## config.mk

```make
export PLATFORM = sky130hd
export DESIGN_NAME = irq_priority_ctrl
export DESIGN_NICKNAME = d
export VERILOG_FILES = /design/src/rtl/irq_priority_ctrl.sv
export SDC_FILE = /design/constraint.sdc
export NUM_CORES = 1
export LEC_CHECK = 0
export CAP_MARGIN = 20
export CORE_MARGIN = 1
export CORE_UTILIZATION = 46
export CTS_CLUSTER_SIZE = 10
export DETAILED_ROUTE_END_ITERATION = 16
export MAX_ROUTING_LAYER = met4
export PLACE_DENSITY_LB_ADDON = 0.3
export SLEW_MARGIN = 5
export SYNTH_ARGS = -nofsm -noshare
export SYNTH_HDL_FRONTEND = slang
export SYNTH_SLANG_ARGS = --single-unit
```

## constraint.sdc

```tcl
create_clock -name clk -period 1.8 [get_ports clk]
set_input_delay 0.36 -clock clk [delete_from_list [all_inputs] [get_ports clk]]
set_output_delay 0.36 -clock clk [all_outputs]
set_load 0.01 [all_outputs]
```

## src/rtl/irq_priority_ctrl.sv

```systemverilog
// irq_priority_ctrl: edge-latched, maskable, highest-index-wins interrupt controller with ack/EOI handshake
module irq_priority_ctrl #(
    parameter int N_CH = 16,
    parameter int ID_W = $clog2(N_CH),
    parameter int AW = 32,
    parameter logic [AW-1:0] VEC_BASE = AW'(32'h0000_0100)
) (
    input  logic            clk,
    input  logic            rstN,
    input  logic [N_CH-1:0] irq_in,
    input  logic            int_en,
    input  logic            mask_we,
    input  logic [N_CH-1:0] mask_wdata,
    input  logic            ack,
    input  logic            eoi,
    input  logic            ovr_clr,
    output logic            irq_req,
    output logic [ID_W-1:0] irq_id,
    output logic [AW-1:0]   irq_vec,
    output logic [N_CH-1:0] pending,
    output logic [7:0]      status
);
    typedef enum logic [1:0] {IDLE = 2'b00, REQ = 2'b01, SVC = 2'b10} state_t;
    state_t          state;
    logic [N_CH-1:0] irq_prev, mask, rise, unm, clr, svc;
    logic [ID_W-1:0] win;
    logic            overrun;
    assign rise   = irq_in & ~irq_prev;
    assign unm    = pending & ~mask;
    assign clr    = (state == REQ && ack) ? (N_CH'(1) << irq_id) : '0;
    assign svc    = (state == SVC) ? (N_CH'(1) << irq_id) : '0;
    assign status = {int_en, state, |unm, overrun, 3'b000};
    always_comb begin
        win = '0;
        for (int i = 0; i < N_CH; i++)
            if (unm[i]) win = ID_W'(i);
    end
    always_ff @(posedge clk or negedge rstN) begin
        if (!rstN) begin
            pending  <= '0;
            irq_prev <= '0;
            mask     <= '1;
            state    <= IDLE;
            irq_req  <= 1'b0;
            irq_id   <= '0;
            irq_vec  <= VEC_BASE;
            overrun  <= 1'b0;
        end else begin
            irq_prev <= irq_in;
            pending  <= (pending & ~clr) | rise;
            overrun  <= |(rise & (pending | svc)) | (overrun & ~ovr_clr);
            if (mask_we) mask <= mask_wdata;
            case (state)
                IDLE: if (int_en && |unm) begin
                    state   <= REQ;
                    irq_req <= 1'b1;
                    irq_id  <= win;
                    irq_vec <= VEC_BASE + (AW'(win) << 2);
                end
                REQ: if (ack) begin
                    state   <= SVC;
                    irq_req <= 1'b0;
                end
                SVC: if (eoi) state <= IDLE;
                default: begin
                    state   <= IDLE;
                    irq_req <= 1'b0;
                end
            endcase
        end
    end
endmodule

```

==> key figures, run 1 <==
Synth
  • Ys flop type: dfrtp_1
  • Cell variety after synth: 50
  • Post-synth EDFFs: 0
  • Post-synthesis register bit count: 56
  • Synth Instances: 285
  • Ys async rst share: 100%
  • Synth Warn #: 0
  • Avg Cell Area, Syn: 10.5 um^2
  • Post-synthesis sequential area ratio: 47.4%
  • Synth Cell Area: 3000 um^2

CTS
  • Clock sinks: 56
  • CTS tree: built
  • Clock transition at path regs: approximately 0.10 ns
  • Cts bufs inserted: 5
  • H-tree Lvls: 2
  • Longest Clk Path Bufs: 2
  • Clk_lat worst skew: about 0.31 ns
  • Root buffer cell: clkbuf_8

Drt
  • Wire per inst: around 16 um
  • Iteration-0 DRC Markers: 176
  • Drt drc: 0
  • DRT Pass-1 Iters: 4
  • Vias per inst: 5.12
  • Drt total wl: 7540 um
  • Post-route ant nets: 0
  • Via count: roughly 2500

STA
  • Setup ws final: -0.119 ns
  • Fin. max-slew vios: 0
  • Final hold violation count: 0
  • Final Skew: 0.00616 ns
  • RSZ-0062 raised after global routing: yes
  • Hold WS: 0.482 ns
  • Crit path time final: 1.92 ns
  • Max Freq: 0.521 GHz
  • Final setup vio count: 5
  • Tcrit/Tclk final: 107%

Setup path
  • Cell Chain, Critical Path: nor2b_4, nor4_4, nand4_2, buf_2
  • Worst path required time: 1.44 ns
  • Setup crit end kind: output pin
  • Cell depth of the worst setup path: 4
  • R2R cell count: 7
  • Crit-path max cell delay: 0.56 ns
  • Largest delay share family, worst path: flip-flops
  • CP Max Fanout: 2
  • Startpoint class of the critical path: flip-flop
  • Critical path class: reg2out
  • Worst EP arrival: 1.56 ns
  • Critical-path top delay cell: dfstp_2
  • Worst path bufs/invs: 1

Global routing
  • Vias in the first global route: between 2000 and 2500
  • GRT Overall Usage: about a quarter
  • Largest net degree at the start of global routing: 33
  • Global-route wire length before repair: 11400 um
  • Initial antenna violation count: 0
  • Grt total ovfl: 0

Die
  • Die X: 82.8 um
  • FP Rows: 29
  • Initial core utilization: 47.5%
  • Die H: 82.8 um
  • Core area: 6310 um^2
  • # IOs: 100
  • Die area: approximately 7000 um^2

Flow run
  • Maxcap violations: 0

Finish
  • Final #Nets: 440
  • Layout area overhead: 38.3%
  • Antenna fix cells: 0
  • Layout cells sized above 1: 29.1%

Placement
  • Port Buffers: 68
  • RePlAce Congestion: 0.933
  • Pre-CTS WS: -0.213 ns
  • HPWL after detailed placement: 5790 um

Outcome
  • Violated checks: setup timing
  • Status: finished with violations

Power and ir drop
  • P per Cell Area: 921 nW/um^2
  • Worst vdd ir: 0.771 mV
  • Lkg Pwr: about 1.8 nW

Worst hold path
  • Worst Hold Path Cells: 2
  • Hold Crit Class: reg2reg
==> Yosys cell counts (all sizes together), types with 2 or more instances <==
library cell | n | area share [%]
a21o | 4 | 1.0
a22oi | 2 | 0.50
conb | 2 | 0.25
nand2b | 14 | 2.9
nand4 | 2 | 0.63
nor2b | 23 | 5.5
buf | 39 | 9.6
or3 | 3 | 0.63
clkbuf | 5 | 0.63
or2 | 3 | 0.63
dfstp | 16 | 14
a31oi | 2 | 0.42
a211oi | 2 | 0.50
o2111ai | 2 | 0.58
dfrtp | 40 | 33
nor4 | 6 | 2.5
nand2 | 18 | 2.3
nand3 | 2 | 0.50
mux2 | 19 | 7.1
nor3b | 2 | 0.50
nand3b | 6 | 1.5
a21oi | 6 | 1.0
nor2 | 7 | 0.88
nor3 | 4 | 0.67
o21ai | 25 | 4.2
mux2i | 2 | 0.67
a32oi | 2 | 0.58
inv | 12 | 1.5
and3b | 3 | 0.88
==> path summary, 6_finish.rpt <==
path	slack, ns	to	start
setup / recovery	-0.12	status[4]	mask[7]
hold / removal	0.48	irq_req	irq_req
setup reg to reg	-0.09	irq_id[1]	mask[7]
hold reg to reg	0.48	irq_req	irq_req
max in group asynchronous	0.73	mask[6]	rstN
min in group asynchronous	0.49	irq_prev[4]	rstN
==> cell type report <==
type | count | area [um^2]
fill | 503 | 2160
sequential | 56 | 1430
multi-input combinational | 202 | 1370
timing repair buffer | 124 | 1120
tap | 77 | 96.3
clock buffer | 7 | 86.3
inverter | 12 | 45.0
clock inverter | 1 | 7.51
==> cells in the final DEF (no fill, tap or decap), drive strengths merged, types with 6 or more instances in the layout <==
cell type / count
o21ai: 25
buf: 57
clkbuf: 7
nor2b: 23
dfstp: 16
nand2b: 14
mux2: 19
nand2: 18
conb: 31
a21oi: 6
dfrtp: 40
nor4: 6
inv: 12
nor2: 7
nand3b: 6
clkdlybuf4s50: 65
==> repair_timing <==
action	4_1_cts	5_1_grt
setup buffers	5	3
pin swaps	3	3
hold endpoints to repair	13	0
hold buffers	1	0
gates resized for setup	14	1
endpoints found under the setup margin	12	12
gates cloned	0	0
==> per-layer routing <==
layer	track usage (%)	part of all wire, %
met5	-	0
met4	6.55	1.6
met3	3.83	6.5
met2	36.6	46
met1	32.9	45
==> worst register-to-register path: stages, from the launching register on <==
cell and delay, ns:
dfstp_2 0.56, nor2b_4 0.05, nor4_4 0.31, nand4_2 0.16, buf_4 0.16, buf_4 0.13
nand3_4 0.11, mux2_4 0.31
==> flip-flops by register name, summed over array words and instances (netlist names) <==
signal    count
state         2
pending      16
irq_id        4
overrun       1
mask         16
irq_req       1
irq_prev     16
==> through the flow <==
step                      cell area [um^2]  utilization, %  cells  power, mW  setup TNS [ns]
after CTS                             4130            65.3    476       3.79          -0.549
after detailed placement              3950            62.6    462       2.97          -0.720
after global placement                3950            62.6    462       2.95          -0.454
final                                 4150            65.7    479       3.82          -0.407
after global routing                  4150            65.7    479       4.04          -0.789
after floorplan                       3110               -    314       2.34               0
==> where the power goes <==
part	switching (mW)	internal [mW]
clock network	0.405	0.314
registers	0.141	1.44
logic	0.700	0.818
total	1.25	2.58
==> kinds of logic (layout without fill, tap and decap cells) <==
kind of cell / after synthesis / in the layout / share of synthesized area, %
other: 2 / 31 / 0.250
buffers and inverters: 56 / 144 / 11.7
and+or+nand+nor: 97 / 97 / 21.1
DFF: 56 / 56 / 47.4
muxes: 21 / 21 / 7.79
AOI/OAI and AO/OA: 53 / 53 / 11.8
No activity file was read; power rests on OpenSTA's default activity.
==> inputs of run 2 (changes only) <==
--- a/config.mk
+++ b/config.mk
@@ -7,7 +7,7 @@
 export LEC_CHECK = 0
 export CAP_MARGIN = 20
 export CORE_MARGIN = 1
-export CORE_UTILIZATION = 46
+export CORE_UTILIZATION = 35
 export CTS_CLUSTER_SIZE = 10
 export DETAILED_ROUTE_END_ITERATION = 16
 export MAX_ROUTING_LAYER = met4
==> constraint.sdc (replaced) <==
create_clock -name clk -period 2.2 [get_ports clk]
set_input_delay 0.44 -clock clk [delete_from_list [all_inputs] [get_ports clk]]
set_output_delay 0.44 -clock clk [all_outputs]
set_load 0.01 [all_outputs]
==> run 2 against run 1 <==
Net effect: the flow now finishes without violations; via count is 5.9% lower; global-route usage is 5.4 points lower; flip-flop and latch count stayed put; clock-buffer cell count is 1 lower; die area is 31% higher; critical path type unchanged; largest power group unchanged.
==> key figures, run 2 (synthesis gave the netlist of run 1 again) <==
Global routing
  • GRT Overall Usage: 18.5% (-5.4 points)
  • Global-route wire length before repair: 12000 um (+5.0%)
  • Largest net degree at the start of global routing: 57 (+73%)
  • Vias in the first global route: 2271 (+1.2%)
  • Grt total ovfl: 0 (unchanged)
  • Initial antenna violation count: 0 (unchanged)

Finish
  • Layout area overhead: 29.3%
  • Antenna fix cells: 0 (unchanged)
  • Largest registers: irq_prev: 16 flops, mask: 16 flops, pending: 16 flops
  • Final #Nets: 405 (-8.0%)
  • Fin util: 47.0% (-19 points)
  • Register area: 1420 um^2 (-0.26%)
  • Layout cells sized above 1: 21.0% (-8.1 points)
  • Most common cell after layout, fill and taps aside: clkdlybuf4s50_1
  • Area occupied by multi-input gates: 1350 um^2 (-1.6%)
  • Commonest cells after routing, fill and taps aside: clkdlybuf4s50_1, dfrtp_1, conb_1
  • Fill cell count: 760 (+51%)

Placement
  • Port Buffers: 68 (unchanged)
  • HPWL after detailed placement: 5820 um (+0.42%)
  • RePlAce Congestion: 0.868 (-6.9%)

Setup path
  • R2R setup slack: 0.24 ns (+0.33 ns)
  • R2R cell count: 6 (-1)
  • Critical-path top delay cell: dfstp_2
  • Worst flop-to-flop path endpoint: irq_id[2]
  • Crit-path max cell delay: 0.55 ns (about the same)
  • RR Startpoint: mask[15]
  • Critical path class: reg2out
  • Setup crit end kind: output pin
  • Largest delay share family, worst path: simple AND/OR/NAND/NOR gates
  • Worst path bufs/invs: 1 (unchanged)
  • Worst EP arrival: 1.66 ns (+0.10 ns)
  • CP Max Fanout: 3 (+1)
  • Startpoint class of the critical path: flip-flop
  • Cell Chain, Critical Path: nor2b_1, nor4_4, nand4_2, clkbuf_2
  • Worst path required time: 1.76 ns (+0.32 ns)

CTS
  • Longest Clk Path Bufs: 2 (unchanged)
  • Clock transition at path regs: 0.10 ns (about the same)
  • CTS tree: built
  • Hold_buf cts: 0 (-1)
  • Root buffer cell: clkbuf_8
  • Cts bufs inserted: 5 (unchanged)
  • Clock sinks: 56 (unchanged)
  • H-tree Lvls: 2 (unchanged)
  • Clk_lat worst skew: 0.31 ns (about the same)

STA
  • Final Skew: 0.00865 ns (+0.00249 ns)
  • Tcrit/Tclk final: between 90% and 100%
  • Max Freq: ~0.48 GHz
  • RSZ-0062 raised after global routing: no
  • Fin. max-slew vios: 0 (unchanged)
  • Final setup vio count: 0 (-5)
  • Fin Setup TNS: 0 ns (+0.407 ns)
  • Final hold violation count: 0 (unchanged)
  • Crit path time final: 2.10 ns

Die
  • Core area: 8260 um^2 (+31%)
  • Initial core utilization: 36.3% (-11 points)
  • # IOs: 100 (unchanged)
  • Die area: 8950 um^2 (+31%)
  • FP Rows: 33 (+14%)
  • Die X: 94.6 um (+14%)
  • Die H: 94.6 um (+14%)

Outcome
  • Status: finished, final reports clean

Power and ir drop
  • Lkg Pwr: 1.58 nW (-11%)
  • Worst vdd ir: 0.316 mV (-59%)
  • P per Cell Area: 763 nW/um^2 (-17%)

Drt
  • Via count: 2308 (-5.9%)
  • Post-route ant nets: 0 (unchanged)
  • Drt total wl: 7610 um (+0.93%)
  • Vias per inst: 4.89 (-4.5%)
  • Drt drc: 0 (unchanged)
  • DRT Pass-1 Iters: 4 (unchanged)
  • Iteration-0 DRC Markers: 133 (-24%)
  • Wire per inst: 16.1 um (+2.4%)

Flow run
  • Maxcap violations: 0 (unchanged)

Worst hold path
  • Hold Crit Class: in2async
-- run 2: cell types whose count changed in the layout (fill, tap and decap cells not counted), sizes merged --
cell           change
inv                +1
buf               -35
clkdlybuf4s50      +1
dlygate4sd3        -1
dlymetal6s2s       -1
-- run 2: metal layers --
metal | vias to the layer above | GRT usage [%] | share of wire, %
met4 | 0 | 3.16 | 1.1
met3 | 8 | 3.54 | 6.0
met2 | 101 | 28.5 | 47
met5 | - | - | 0
met1 | 1117 | 25.5 | 46
li1 | 1082 | - | -
-- run 2: worst register-to-register path: stages, from the launching register on --
cell     delay, ns
dfstp_2       0.55
nor2b_1       0.09
nor4_4        0.37
nand4_2       0.18
buf_4         0.17
nand3_2       0.14
mux2_1        0.34
-- run 2: repair_timing --
item	CTS	global route
buffers inserted	3	1
pin swaps	2	2
endpoints found under the hold margin	0	0
setup endpoints to repair	1	1
gates resized for setup	2	3
-- run 2: through the flow --
| stage | area (um^2) | std cells | total power, mW | setup WS [ns] | hold WS (ns) |
|---|---|---|---|---|---|
| 5_1_grt | 3880 | 472 | 3.14 | 0.0190 | 0.136 |
| 4_1_cts | 3870 | 471 | 2.97 | 0.0348 | 0.123 |
| 3_5_place_dp | 3750 | 460 | 2.36 | 0.00446 | 0.461 |
| 6_report | 3880 | 472 | 2.96 | 0.101 | 0.115 |
| 2_1_floorplan | 3110 | 314 | 1.91 | 0.494 | 0.144 |
| 3_3_place_gp | 3750 | 460 | 2.35 | 0.0643 | 0.461 |
-- run 2: worst max path at each step --
| stage | startpoint | cells past startpoint | end |
|---|---|---|---|
| 2_1_floorplan | pending[9] | 5 | irq_id[3] |
| 3_3_place_gp | irq_in[12] | 6 | overrun |
| 3_5_place_dp | irq_in[12] | 6 | overrun |
| 4_1_cts | mask[9] | 4 | status[4] |
| 5_1_grt | mask[15] | 4 | status[4] |
| 6_report | mask[15] | 4 | status[4] |
-- run 2: power breakdown --
part	switching (mW)	leakage (nW)	internal, mW
Sequential	0.147	0.581	1.18
Combinational	0.511	0.954	0.525
Clock	0.345	0.0477	0.257
-- run 2: cell type report --
type	count	area share, %
Sequential cell	56	36.6
Multi-Input combinational cell	202	34.7
Timing Repair Buffer	89	21.7
Tap cell	105	3.38
Clock buffer	6	2.13
Inverter	12	1.16
Clock inverter	2	0.354
==> inputs of run 3 (changes only) <==
--- a/config.mk
+++ b/config.mk
@@ -6,12 +6,13 @@
 export NUM_CORES = 1
 export LEC_CHECK = 0
 export CAP_MARGIN = 20
-export CORE_MARGIN = 1
+export CORE_ASPECT_RATIO = 0.75
+export CORE_MARGIN = 5
 export CORE_UTILIZATION = 35
 export CTS_CLUSTER_SIZE = 10
 export DETAILED_ROUTE_END_ITERATION = 16
 export MAX_ROUTING_LAYER = met4
-export PLACE_DENSITY_LB_ADDON = 0.3
+export PLACE_DENSITY = 0.64
 export SLEW_MARGIN = 5
 export SYNTH_ARGS = -nofsm -noshare
 export SYNTH_HDL_FRONTEND = slang
==> run 3 against run 2 <==
Net effect: die area up 18%; core utilization is 0.43 points lower; register-to-register slack improved by 0.13 ns; critical path depth did not move; sequential share of layout area shrank 0.39 points; critical endpoint unchanged; largest power group unchanged.
==> key figures, run 3 (synthesis gave the netlist of run 1 again) <==
Power and ir drop
  • Net Sw Frac: 32.3% (-1.6 points)
  • Gate power share: 31.2% (-3.8 points)
  • Sequential power share: 41.5% (-3.2 points)
  • P per Cell Area: 818 nW/um^2 (+7.2%)
  • Switch Pwr: 1.04 mW (+3.2%)
  • Clock power frac: 27.2% (+6.9 points)
  • Worst vdd ir: 0.480 mV (+52%)
  • Internal power: 2.17 mW (+11%)
  • Lkg Pwr: 1.59 nW (+0.70%)

STA
  • Fin Setup TNS: 0 ns (unchanged)
  • Worst Tran Pin Value: roughly 0.55 ns
  • Crit path time final: 2.08 ns (-0.0176 ns)
  • Final setup vio count: 0 (unchanged)
  • Max Freq: 0.480 GHz (+0.85%)
  • Max-slew headroom: 63.6%
  • Hold WS: 0.129 ns (+0.0144 ns)
  • Final hold violation count: 0 (unchanged)
  • Setup ws final: 0.119 ns (+0.0176 ns)
  • Tcrit/Tclk final: 94.6% (-0.80 points)
  • Final Skew: 0.00537 ns (-0.00327 ns)
  • RSZ-0062 raised after global routing: no
  • Fin. max-slew vios: 0 (unchanged)

Finish
  • Area occupied by multi-input gates: 1350 um^2 (unchanged)
  • Layout cells sized above 1: 19.8% (-1.1 points)
  • Most common cell after layout, fill and taps aside: clkdlybuf4s50_1
  • Register area: 1420 um^2 (about the same)
  • Final #Nets: 401 (-0.99%)
  • Commonest cells after routing, fill and taps aside: clkdlybuf4s50_1, dfrtp_1, conb_1
  • Antenna fix cells: 0 (unchanged)
  • Layout area overhead: 30.6%
  • Fill cell count: 813 (+7.0%)
  • Non-Filler Instances: 471 (-0.21%)
  • Largest registers: irq_prev: 16 flops, mask: 16 flops, pending: 16 flops

Die
  • Die H: 90.2 um (-4.7%)
  • Die area: 10500 um^2 (+18%)
  • FP Rows: 29 (-12%)
  • # IOs: 100 (unchanged)
  • Die X: 117 um (+24%)
  • Initial core utilization: 35.7% (-0.69 points)
  • Core area: 8420 um^2 (+1.9%)

Drt
  • Drt drc: 0 (unchanged)
  • DRT Pass-1 Iters: 4 (unchanged)
  • Via count: 2255 (-2.3%)
  • Iteration-0 DRC Markers: 121 (-9.0%)
  • Post-route ant nets: 0 (unchanged)
  • Vias per inst: 4.79 (-2.1%)
  • Drt total wl: 8100 um (+6.4%)
  • Wire per inst: 17.2 um (+6.6%)

CTS
  • Clk_lat worst skew: 0.30 ns (about the same)
  • Hold_buf cts: 0 (unchanged)
  • Longest Clk Path Bufs: 2 (unchanged)
  • Cts bufs inserted: 5 (unchanged)
  • Clock sinks: 56 (unchanged)
  • H-tree Lvls: 2 (unchanged)
  • CTS tree: built
  • Clock transition at path regs: 0.07 ns (-0.03 ns)
  • Root buffer cell: clkbuf_16

Worst hold path
  • Hold Crit Class: in2async

Global routing
  • GRT Overall Usage: 16.4% (-2.1 points)
  • Grt total ovfl: 0 (unchanged)
  • Initial antenna violation count: 0 (unchanged)
  • Vias in the first global route: 2334 (+2.8%)
  • Largest net degree at the start of global routing: 57 (unchanged)
  • Global-route wire length before repair: 12900 um (+7.9%)

Placement
  • HPWL after detailed placement: 6380 um (+9.6%)
  • Port Buffers: 68 (unchanged)
  • RePlAce Congestion: 0.907 (+4.5%)
  • Cell count after placement: 462 (+0.43%)
  • Pre-CTS WS: -0.0221 ns (-0.0266 ns)

Setup path
  • Startpoint class of the critical path: flip-flop
  • Worst EP arrival: 1.64 ns (-0.02 ns)
  • Setup crit end kind: output pin
  • Critical path class: reg2out
  • CP Max Fanout: 3 (unchanged)
  • R2R setup slack: 0.37 ns (+0.13 ns)
  • Worst path required time: 1.76 ns (about the same)

Outcome
  • Status: finished, final reports clean

Flow run
  • Maxcap violations: 0 (unchanged)
run 3: timing repair:
item	4_1_cts	5_1_grt
pin swaps	4	1
resized for setup	3	1
setup endpoints to repair	1	1
buffers inserted	1	0
run 3: area by class of cell:
type / instances / share of cell area [%]
Clock inverter: 2 / 0.319
Multi-Input combinational cell: 202 / 34.3
Clock buffer: 6 / 3.83
Timing Repair Buffer: 85 / 20.7
Sequential cell: 56 / 36.2
Inverter: 12 / 1.15
Tap cell: 108 / 3.45
run 3: worst paths after layout:
kind,from,to,cells after the start
max in group asynchronous,rstN,mask[7],2
min reg2reg,irq_prev[0],pending[0],1
max,mask[2],status[4],4
min,rstN,pending[2],2
max reg2reg,mask[2],irq_id[2],5
min in group clk,irq_prev[0],pending[0],1
run 3: power groups by stage:
stage / clock network (mW) / registers, mW / logic (mW)
6_report: 0.873 / 1.33 / 1.00
3_3_place_gp: 0 / 1.35 / 0.987
3_5_place_dp: 0 / 1.36 / 0.994
5_1_grt: 0.937 / 1.36 / 1.09
4_1_cts: 0.887 / 1.34 / 1.01
2_1_floorplan: 0 / 1.32 / 0.589
run 3: critical path: stages (launching register included):
cell and delay, ns:
dfstp_2 0.53, nand2b_1 0.18, o2111a_1 0.29, nand4_2 0.16
clkbuf_2 0.17
run 3: through the flow:
stage / utilization (%) / power [mW] / instance area [um^2]
after global placement: 44.5 / 2.34 / 3750
final: 46.6 / 3.21 / 3920
after CTS: 46.6 / 3.23 / 3930
after detailed placement: 44.5 / 2.35 / 3750
after floorplan: - / 1.91 / 3110
after global routing: 46.6 / 3.39 / 3920
run 3: per-layer routing:
metal | vias to the layer above | routed length, um | global-route usage [%] | share of wire [%]
met2 | 87 | 3380 | 22.0 | 42
met5 | - | 0 | - | 0
li1 | 1071 | - | - | -
met4 | 0 | 46 | 2.01 | 0.57
met1 | 1092 | 4010 | 25.2 | 50
met3 | 5 | 662 | 4.43 | 8.2
